File: src/rtl/ps2_mouse_tracker.sv
// PS/2 mouse controller: retried init (reset, stream mode, enable), 3-byte packet decode
// with resync/timeout, and screen-clamped absolute cursor tracking.
module ps2_mouse_tracker #(
  parameter int POS_W       = 10,
  parameter int X_MAX       = 639,
  parameter int Y_MAX       = 479,
  parameter int TIMEOUT_CYC = 2500000,
  parameter int MAX_RETRY   = 3,
  parameter bit INIT_RESET  = 1'b1,
  parameter bit Y_INVERT    = 1'b1
) (
  input  logic             clk,
  input  logic             reset_n,
  input  logic [7:0]       rx_data,
  input  logic             rx_done_tick,
  input  logic             tx_done_tick,
  output logic             wr_ps2,
  output logic [7:0]       tx_data,
  output logic [POS_W-1:0] xpos,
  output logic [POS_W-1:0] ypos,
  output logic [8:0]       dx,
  output logic [8:0]       dy,
  output logic [2:0]       btn,
  output logic             m_done_tick,
  output logic             init_ok,
  output logic             init_err
);

  localparam int W  = POS_W + 2;
  localparam int TW = $clog2(TIMEOUT_CYC + 1);
  localparam int RW = $clog2(MAX_RETRY + 2);

  localparam logic [TW-1:0]         TMO_LAST  = TW'(TIMEOUT_CYC - 1);
  localparam logic [RW-1:0]         RETRY_LIM = RW'(MAX_RETRY);
  localparam logic [POS_W-1:0]      X_RST     = POS_W'(X_MAX / 2);
  localparam logic [POS_W-1:0]      Y_RST     = POS_W'(Y_MAX / 2);
  localparam logic signed [W-1:0]   X_MAX_S   = W'(X_MAX);
  localparam logic signed [W-1:0]   Y_MAX_S   = W'(Y_MAX);

  typedef enum logic [3:0] {
    RST_SEND, RST_WTX, RST_ACK, RST_BAT, RST_ID,
    STRM_SEND, STRM_WTX, STRM_ACK,
    EN_SEND, EN_WTX, EN_ACK,
    PACK1, PACK2, PACK3, DONE, ERR
  } state_t;

  state_t           state_q;
  logic [TW-1:0]    timer_q;
  logic [RW-1:0]    retry_q;
  logic             wr_q, mdone_q, init_ok_q, init_err_q;
  logic [7:0]       tx_q;
  logic [POS_W-1:0] xpos_q, ypos_q;
  logic [8:0]       dx_q, dy_q;
  logic [2:0]       btn_q;
  // First-byte fields kept until the packet completes: buttons, sign bits, overflow bits.
  logic [2:0]       hb_btn_q;
  logic [1:0]       hb_sgn_q, hb_ovf_q;
  logic [7:0]       b2_q, b3_q;

  logic             timed, timeout, give_up;
  logic [8:0]       dx_w, dy_w;
  logic signed [W-1:0] dx_ext, dy_ext, x_sum, y_sum;
  logic [POS_W-1:0] x_new, y_new;

  assign timed   = state_q inside {RST_ACK, RST_BAT, RST_ID, STRM_ACK, EN_ACK, PACK2, PACK3};
  assign timeout = timed && !rx_done_tick && (timer_q == TMO_LAST);
  assign give_up = (retry_q == RETRY_LIM);
  assign dx_w    = {hb_sgn_q[0], b2_q};
  assign dy_w    = {hb_sgn_q[1], b3_q};

  always_comb begin
    dx_ext = {{(W-9){dx_w[8]}}, dx_w};
    dy_ext = {{(W-9){dy_w[8]}}, dy_w};
    x_sum  = $signed({2'b00, xpos_q}) + dx_ext;
    if (Y_INVERT) y_sum = $signed({2'b00, ypos_q}) - dy_ext;
    else          y_sum = $signed({2'b00, ypos_q}) + dy_ext;

    if (x_sum[W-1])          x_new = '0;
    else if (x_sum > X_MAX_S) x_new = X_MAX_S[POS_W-1:0];
    else                     x_new = x_sum[POS_W-1:0];

    if (y_sum[W-1])          y_new = '0;
    else if (y_sum > Y_MAX_S) y_new = Y_MAX_S[POS_W-1:0];
    else                     y_new = y_sum[POS_W-1:0];
  end

  function automatic state_t retry_to(input state_t s);
    return give_up ? ERR : s;
  endfunction

  always_ff @(posedge clk or negedge reset_n) begin
    if (!reset_n) begin
      state_q    <= INIT_RESET ? RST_SEND : STRM_SEND;
      timer_q    <= '0;
      retry_q    <= '0;
      wr_q       <= 1'b0;
      mdone_q    <= 1'b0;
      init_ok_q  <= 1'b0;
      init_err_q <= 1'b0;
      tx_q       <= 8'h00;
      xpos_q     <= X_RST;
      ypos_q     <= Y_RST;
      dx_q       <= '0;
      dy_q       <= '0;
      btn_q      <= '0;
      hb_btn_q   <= '0;
      hb_sgn_q   <= '0;
      hb_ovf_q   <= '0;
      b2_q       <= '0;
      b3_q       <= '0;
    end else begin
      wr_q    <= 1'b0;
      mdone_q <= 1'b0;
      // Every exit from a timed state happens on rx or timeout, so this also clears on state change.
      timer_q <= (timed && !rx_done_tick && !timeout) ? timer_q + 1'b1 : '0;
      case (state_q)
        RST_SEND: begin wr_q <= 1'b1; tx_q <= 8'hFF; state_q <= RST_WTX; end
        RST_WTX:  if (tx_done_tick) state_q <= RST_ACK;
        RST_ACK:
          if (rx_done_tick && rx_data == 8'hFA) begin
            retry_q <= '0; state_q <= RST_BAT;
          end else if (rx_done_tick || timeout) begin
            retry_q <= retry_q + 1'b1; init_err_q <= give_up; state_q <= retry_to(RST_SEND);
          end
        RST_BAT:
          if (rx_done_tick && rx_data == 8'hAA) state_q <= RST_ID;
          else if (rx_done_tick || timeout) begin
            retry_q <= retry_q + 1'b1; init_err_q <= give_up; state_q <= retry_to(RST_SEND);
          end
        RST_ID:
          if (rx_done_tick) state_q <= STRM_SEND;
          else if (timeout) begin
            retry_q <= retry_q + 1'b1; init_err_q <= give_up; state_q <= retry_to(RST_SEND);
          end
        STRM_SEND: begin wr_q <= 1'b1; tx_q <= 8'hEA; state_q <= STRM_WTX; end
        STRM_WTX:  if (tx_done_tick) state_q <= STRM_ACK;
        STRM_ACK:
          if (rx_done_tick && rx_data == 8'hFA) begin
            retry_q <= '0; state_q <= EN_SEND;
          end else if (rx_done_tick || timeout) begin
            retry_q <= retry_q + 1'b1; init_err_q <= give_up; state_q <= retry_to(STRM_SEND);
          end
        EN_SEND: begin wr_q <= 1'b1; tx_q <= 8'hF4; state_q <= EN_WTX; end
        EN_WTX:  if (tx_done_tick) state_q <= EN_ACK;
        EN_ACK:
          if (rx_done_tick && rx_data == 8'hFA) begin
            retry_q <= '0; init_ok_q <= 1'b1; state_q <= PACK1;
          end else if (rx_done_tick || timeout) begin
            retry_q <= retry_q + 1'b1; init_err_q <= give_up; state_q <= retry_to(EN_SEND);
          end
        PACK1:
          if (rx_done_tick && rx_data[3]) begin
            hb_btn_q <= rx_data[2:0];
            hb_sgn_q <= rx_data[5:4];
            hb_ovf_q <= rx_data[7:6];
            state_q  <= PACK2;
          end
        PACK2:
          if (rx_done_tick) begin b2_q <= rx_data; state_q <= PACK3; end
          else if (timeout) state_q <= PACK1;
        PACK3:
          if (rx_done_tick) begin b3_q <= rx_data; state_q <= DONE; end
          else if (timeout) state_q <= PACK1;
        DONE: begin
          dx_q    <= dx_w;
          dy_q    <= dy_w;
          btn_q   <= hb_btn_q;
          if (!hb_ovf_q[0]) xpos_q <= x_new;
          if (!hb_ovf_q[1]) ypos_q <= y_new;
          mdone_q <= 1'b1;
          state_q <= PACK1;
        end
        ERR:     state_q <= ERR;
        default: state_q <= ERR;
      endcase
    end
  end

  assign wr_ps2      = wr_q;
  assign tx_data     = tx_q;
  assign xpos        = xpos_q;
  assign ypos        = ypos_q;
  assign dx          = dx_q;
  assign dy          = dy_q;
  assign btn         = btn_q;
  assign m_done_tick = mdone_q;
  assign init_ok     = init_ok_q;
  assign init_err    = init_err_q;

endmodule

File: config.mk
export PLATFORM = sky130hd
export DESIGN_NAME = ps2_mouse_tracker
export DESIGN_NICKNAME = d
export VERILOG_FILES = /design/src/rtl/ps2_mouse_tracker.sv
export SDC_FILE = /design/constraint.sdc
export NUM_CORES = 1
export LEC_CHECK = 0
export BUFFER_PORTS_ARGS = -buffer_cell sky130_fd_sc_hd__buf_4
export CAP_MARGIN = 20
export CELL_PAD_IN_SITES_DETAIL_PLACEMENT = 1
export CELL_PAD_IN_SITES_GLOBAL_PLACEMENT = 2
export CORE_MARGIN = 2
export CORE_UTILIZATION = 38
export DETAILED_ROUTE_END_ITERATION = 6
export PLACE_DENSITY_LB_ADDON = 0.1
export SYNTH_ARGS = -nofsm -noshare
export SYNTH_HDL_FRONTEND = slang
export SYNTH_SLANG_ARGS = --single-unit
export TNS_END_PERCENT = 30
File: constraint.sdc
create_clock -name clk -period 2.73 [get_ports clk]
set_input_delay 0.1365 -clock clk [delete_from_list [all_inputs] [get_ports clk]]
set_output_delay 0.1365 -clock clk [all_outputs]
set_load 0.01 [all_outputs]
==> results of run 1 <==
## power by group through the flow
stage                     clock, mW  combinational [mW]  sequential [mW]
final                          1.39                2.69             1.91
after global routing           1.49                2.98             1.95
after CTS                      1.44                2.55             1.91
after detailed placement          0                2.53             1.94
after global placement            0                2.47             1.93
after floorplan                   0                1.80             1.90
## final cells by class
cell class | instances | area (sq um) | share of cell area, %
Sequential cell | 101 | 2540 | 36.1
Timing Repair Buffer | 92 | 706 | 10.0
Clock inverter | 4 | 72.6 | 1.03
Multi-Input combinational cell | 431 | 3140 | 44.5
Tap cell | 188 | 235 | 3.33
Inverter | 30 | 113 | 1.60
Clock buffer | 11 | 243 | 3.44
## cells in the final DEF, fill, tap and decap left out, types with 6 or more instances in the layout
master	netlist	routed
nor3_1	9	9
a32oi_1	6	6
o21ai_0	35	33
o21a_1	7	7
xor2_1	19	19
clkbuf_16	0	9
xnor2_1	17	15
mux2_2	35	35
inv_1	29	28
nand2_1	42	42
a221o_1	9	9
nand2b_1	7	7
nand4_1	11	11
nand3_1	23	23
or2_2	7	7
dfstp_2	14	14
a21oi_1	23	22
and3_1	7	7
nor2_1	56	55
buf_4	7	90
ha_1	25	23
dfrtp_1	87	87
## critical path: cells and delay by family (launching register included)
| kind | cells | cell delay (ps) |
|---|---|---|
| compound gates | 5 | 1260 |
| fa+ha+maj | 2 | 420 |
| simple gates | 2 | 500 |
| buf+inv | 1 | 50 |
| flops | 1 | 400 |
## cells by family after synthesis
family	after synthesis	synth area share (%)
and+or+nand+nor	196	16.9
buffers and inverters	57	4.10
DFF	101	43.5
muxes	37	7.10
AOI/OAI and AO/OA	135	17.0
adders and majority gates	27	6.03
xor gates and xnor gates	36	5.39
## flip-flops by register name, indices dropped and copies added, names as in the netlist
signal and cells:
timer_q 22, xpos 10, ypos 10, dx 9, dy 9, b2_q 8, b3_q 8, state_q 4
tx_data 4, btn 3, hb_btn_q 3, retry_q 3, hb_ovf_q 2, hb_sgn_q 2, init_err 1, init_ok 1
m_done_tick 1, wr_ps2 1
## worst max path at each step
stage,endpoint,start,cells past startpoint,slack (ps)
CTS,ypos[8],ypos[0],11,7
global placement,xpos[6],xpos[2],8,110
floorplan,xpos[6],xpos[0],10,160
detailed placement,xpos[6],xpos[2],8,30
finish,xpos[5],b2_q[0],10,30
global route,ypos[5],ypos[4],8,-120
## per-layer routing
layer / GRT usage, % / vias to the layer above / wire length (microns)
met5: 0 / - / 0
met4: 4.20 / 0 / 132
met3: 4.42 / 9 / 574
met2: 34.9 / 84 / 8060
met1: 26.5 / 2440 / 7460
li1: - / 2271 / -
## per-stage QoR
stage                     cells  power [mW]  hold WS (ps)  utilization, %  area, sq um
after floorplan             589        3.70          -159               -         5850
after global placement      833        4.39           135            43.6         6600
after detailed placement    833        4.46           156            43.6         6600
after CTS                   849        5.90          47.0            45.7         6920
after global routing        857        6.42          52.7            46.6         7060
final                       857        6.00          61.0            46.6         7060
## what timing repair did
action | in CTS | in global routing
hold endpoints to repair | 27 | 0
buffers inserted | 0 | 8
hold buffers | 1 | 0
resized for setup | 0 | 17
endpoints found under the setup margin | 0 | 17
==> results.toml, run 1 <==
[status]
outcome = "complete, no violations"

[cells_and_area]
diodes = 0
num-nets-final = 704
area_growth_syn_to_layout_pct = 20.6
fillers = 1676
drive_gt1_share_pct = 28.1

[setup_path]
critPathLaunchType = "register"
worstPathArrival_ps = 2980
reg2reg_depth = 10
r2r-start = "b2_q[0]"
crit_chain = "ha_2 > inv_2 > fa_2 > nor2b_4 > o31a_1 > or4_4 > a2111oi_4 > a31oi_4 > a21oi_4 > a221o_1"
crit_fanout = 6
cpPeakStageDelay_ps = 450
worst_setup_path_end_kind = "register"
r2r_setup_slack_ps = 30
cp_slowest_cell = "or4_4"
r2r-end = "xpos[5]"
crit_type = "reg2reg"
cp.required_ps = 3020

[clock_network]
cts_tree = "done"
htreeDepth = 3
path_clk_slew_ps = 70
clock-sinks = 101
clk_path_buf_depth = 2
clk-insertion-delay-late_ps = 350
cts_inserted_buffers = 9
cts_root_buf = "clkbuf_16"

[timing]
max_slew_margin_pct = 50.2
tns_ps = 0
drv_slew = 0
layout_setup_ws_ps = 33.0
fmaxAchievable_mhz = 371
fin_crit_ps = 2700
worst_slew_pin_slew_ps = 742
setup_viol = 0
final_hold_viol_count = 0
min_period_over_period_pct = 98.8
clock_skew_ps = 7.32
rsz0062_at_grt = "true"

[global_route]
antenna_found_initial = 0
grt_pass1_wl_microns = 26300
grt_max_degree = 44
overflow = 0
grt_pass1_vias = 5052
grt_usage_pct = 20.3

[routing]
initialDrtViolationCount = 340
ant_nets = 0
vias = 4804
via_per_inst = 5.61
avgRoutedWirePerCell_microns = 18.9
wl_microns = 16200
drt_first_pass_iters = 4
drc_errors = 0

[placed_design]
detailed_place_hpwl_microns = 11900
port_buffers = 64
place.gp.congestion = 0.866
place_ws_ps = 26.2

[synthesis]
syn_inst = 589
async_flop_share_pct = 100
ys_seq_area_share_pct = 43.5
syn_area_sq_um = 5850
synth.top_cells.by_area = "dfrtp_1 37%, mux2_2 6.7%, dfstp_2 6.3%"
ys_types = 74
synth-edff-count = 0
synth_fp_nets = 628
synth.most_common_cell = "dfrtp_1"
synthTopCellsByCount = "87 x dfrtp_1, 56 x nor2_1, 42 x nand2_1"
ys_seq_elements = 101
yosysWarnings = 0
synth_largest_area_cell = "dfrtp_1"
synth_top_area_share_pct = 37.2
postSynthAreaPerCell_sq_um = 9.94
synthFlopType = "dfrtp_1"

[power_and_ir_drop]
switching_share_pct = 38.8
power.switching_mw = 2.33
internal_power_mw = 3.67
p_per_area_nw_per_um2 = 850
comb_power_share_pct = 44.9
p_leak_nw = 3.14
peakVddDrop_mv = 0.458
clkPwrFrac_pct = 23.2
seqPwrFrac_pct = 31.9

[worst_hold_path]
holdPathEnd = "hb_sgn_q[1]"
holdCritPathClass = "in2reg"
worst_hold_startpoint = "rx_data[5]"
worstHoldPathCells = 3

[floorplan]
start_util_pct = 38.6
die_width_microns = 128
num_io_pins = 65
die_h_microns = 128
die_area_sq_um = 16400
row_count = 45
core_sq_um = 15100

[flow_run]
maxCapViolCount = 0
Power figures use the tool's default switching activity.
==> run 2: changes to the inputs <==
CELL_PAD_IN_SITES_GLOBAL_PLACEMENT = 1   (was 2)
CORE_UTILIZATION = 46   (was 38)
==> run 2 against run 1 <==
  * The flow now finishes with violations (negative setup slack)
  * Register-to-register slack lost 110 ps
  * Count of clock-buffer cells in the layout is 1 lower
  * Cell area shrank 0.74%
  * Sequential share of layout area up 0.27 points
  * Highest routed layer unchanged
==> results.toml, run 2 (same netlist as run 1, synthesis figures left out) <==
[cells_and_area]
drive_gt1_share_pct = 27.7
largest_register = "timer_q"
largest_register_ffs = 22
area_growth_syn_to_layout_pct = 19.7
diodes = 0
ff_latch_area_sq_um = 2540
final_util_pct = 56.0
num-nets-final = 701
multi_input_area_sq_um = 3150
mostFrequentLayoutCells = "87 x dfrtp_1, 87 x buf_4, 55 x nor2_1"
fillers = 1420
stdcell_count = 839

[global_route]
grt_usage_pct = 23.8
antenna_found_initial = 0
overflow = 0
grt_pass1_vias = 4929
grt_max_degree = 69
grt_pass1_wl_microns = 25100

[routing]
ant_nets = 0
drc_errors = 0
wl_microns = 16200
avgRoutedWirePerCell_microns = 19.3
via_per_inst = 5.78
vias = 4850
initialDrtViolationCount = 297
drt_first_pass_iters = 6

[timing]
setup_viol = 8
final_hold_viol_count = 0
tns_ps = -424
fmaxAchievable_mhz = 356
clock_skew_ps = 6.17
layout_setup_ws_ps = -79.5
rsz0062_at_grt = "true"
worst_slew_pin_slew_ps = 768
fin_crit_ps = 2810
min_period_over_period_pct = 103
max_slew_margin_pct = 48.1
drv_slew = 0

[setup_path]
cpPeakStageDelay_ps = 490
crit_type = "reg2reg"
crit_start = "b2_q[0]"
worst_setup_path_end_kind = "register"
critPathLaunchType = "register"
r2r-start = "b2_q[0]"
crit_fanout = 6
critPathTopFamily = "compound AO/OA/AOI/OAI gates"
cp_slowest_cell = "a2111oi_4"
worstPathArrival_ps = 3100
cp.required_ps = 3020
path_buf_inv = 1
crit_chain = "ha_4 > inv_4 > fa_2 > nor2b_1 > o31a_1 > or4_4 > a2111oi_4 > a31oi_4 > a21oi_4 > a221o_1"

[clock_network]
clock-sinks = 101
cts_root_buf = "clkbuf_16"
htreeDepth = 3
clk-insertion-delay-late_ps = 350
path_clk_slew_ps = 70
clk_path_buf_depth = 2
cts_inserted_buffers = 9
cts_tree = "done"

[status]
violations = "negative setup slack"
outcome = "finished, violations left"

[flow_run]
maxCapViolCount = 0

[floorplan]
row_count = 41
die_h_microns = 117
core_sq_um = 12500
die_area_sq_um = 13600
die_width_microns = 117
num_io_pins = 65
start_util_pct = 46.8

[placed_design]
post-place-cells = 814
port_buffers = 64
place.gp.congestion = 0.875
detailed_place_hpwl_microns = 11500

[power_and_ir_drop]
p_per_area_nw_per_um2 = 847
p_leak_nw = 3.12
peakVddDrop_mv = 0.567
total_power_mw = 5.94

[worst_hold_path]
worst_hold_startpoint = "rx_data[1]"
holdCritPathClass = "in2reg"
==> run 2: report_power, final <==
part / switching [mW] / total, mW / internal (mW)
Sequential: 0.210 / 1.94 / 1.73
Clock: 0.597 / 1.32 / 0.720
Combinational: 1.57 / 2.68 / 1.12
Total: 2.37 / 5.94 / 3.56
==> run 2: path summary, 6_finish.rpt <==
check,end,slack [ps],depth (start not counted)
setup reg to reg,xpos[0],-80,10
min in group asynchronous,ypos[4],280,2
max in group asynchronous,xpos[4],1690,3
setup / recovery,xpos[0],-80,10
hold / removal,b3_q[1],50,2
hold reg to reg,retry_q[1],480,2
==> run 2: metrics by stage <==
stage	cell area (sq um)	hold slack (ps)	setup WS (ps)
global placement	6550	128	120
global route	7010	37.1	-171
CTS	6860	38.1	14.6
finish	7010	49.9	-79.5
floorplan	5850	-159	163
detailed placement	6550	130	21.7
==> run 2: what timing repair did <==
| item | CTS | global route |
|---|---|---|
| pin swaps | 0 | 8 |
| hold buffers | 1 | 0 |
| setup buffers | 0 | 8 |
| endpoints found under the setup margin | 1 | 18 |
| hold endpoints to repair | 29 | 0 |
| resized for setup | 1 | 16 |
==> run 2: layout make-up <==
cell class                      instances  area share (%)
Multi-Input combinational cell        431            45.0
Sequential cell                       101            36.3
Timing Repair Buffer                   89            9.75
Clock buffer                           10            3.27
Tap cell                              172            3.07
Inverter                               30            1.64
Clock inverter                          6           0.982
==> run 2: routing by layer <==
metal	global-route usage [%]	wire length [microns]	up-vias
li1	-	-	2273
met1	31.6	6870	2441
met2	40.2	8380	121
met3	5.61	768	15
met4	4.94	188	0
met5	0	0	-
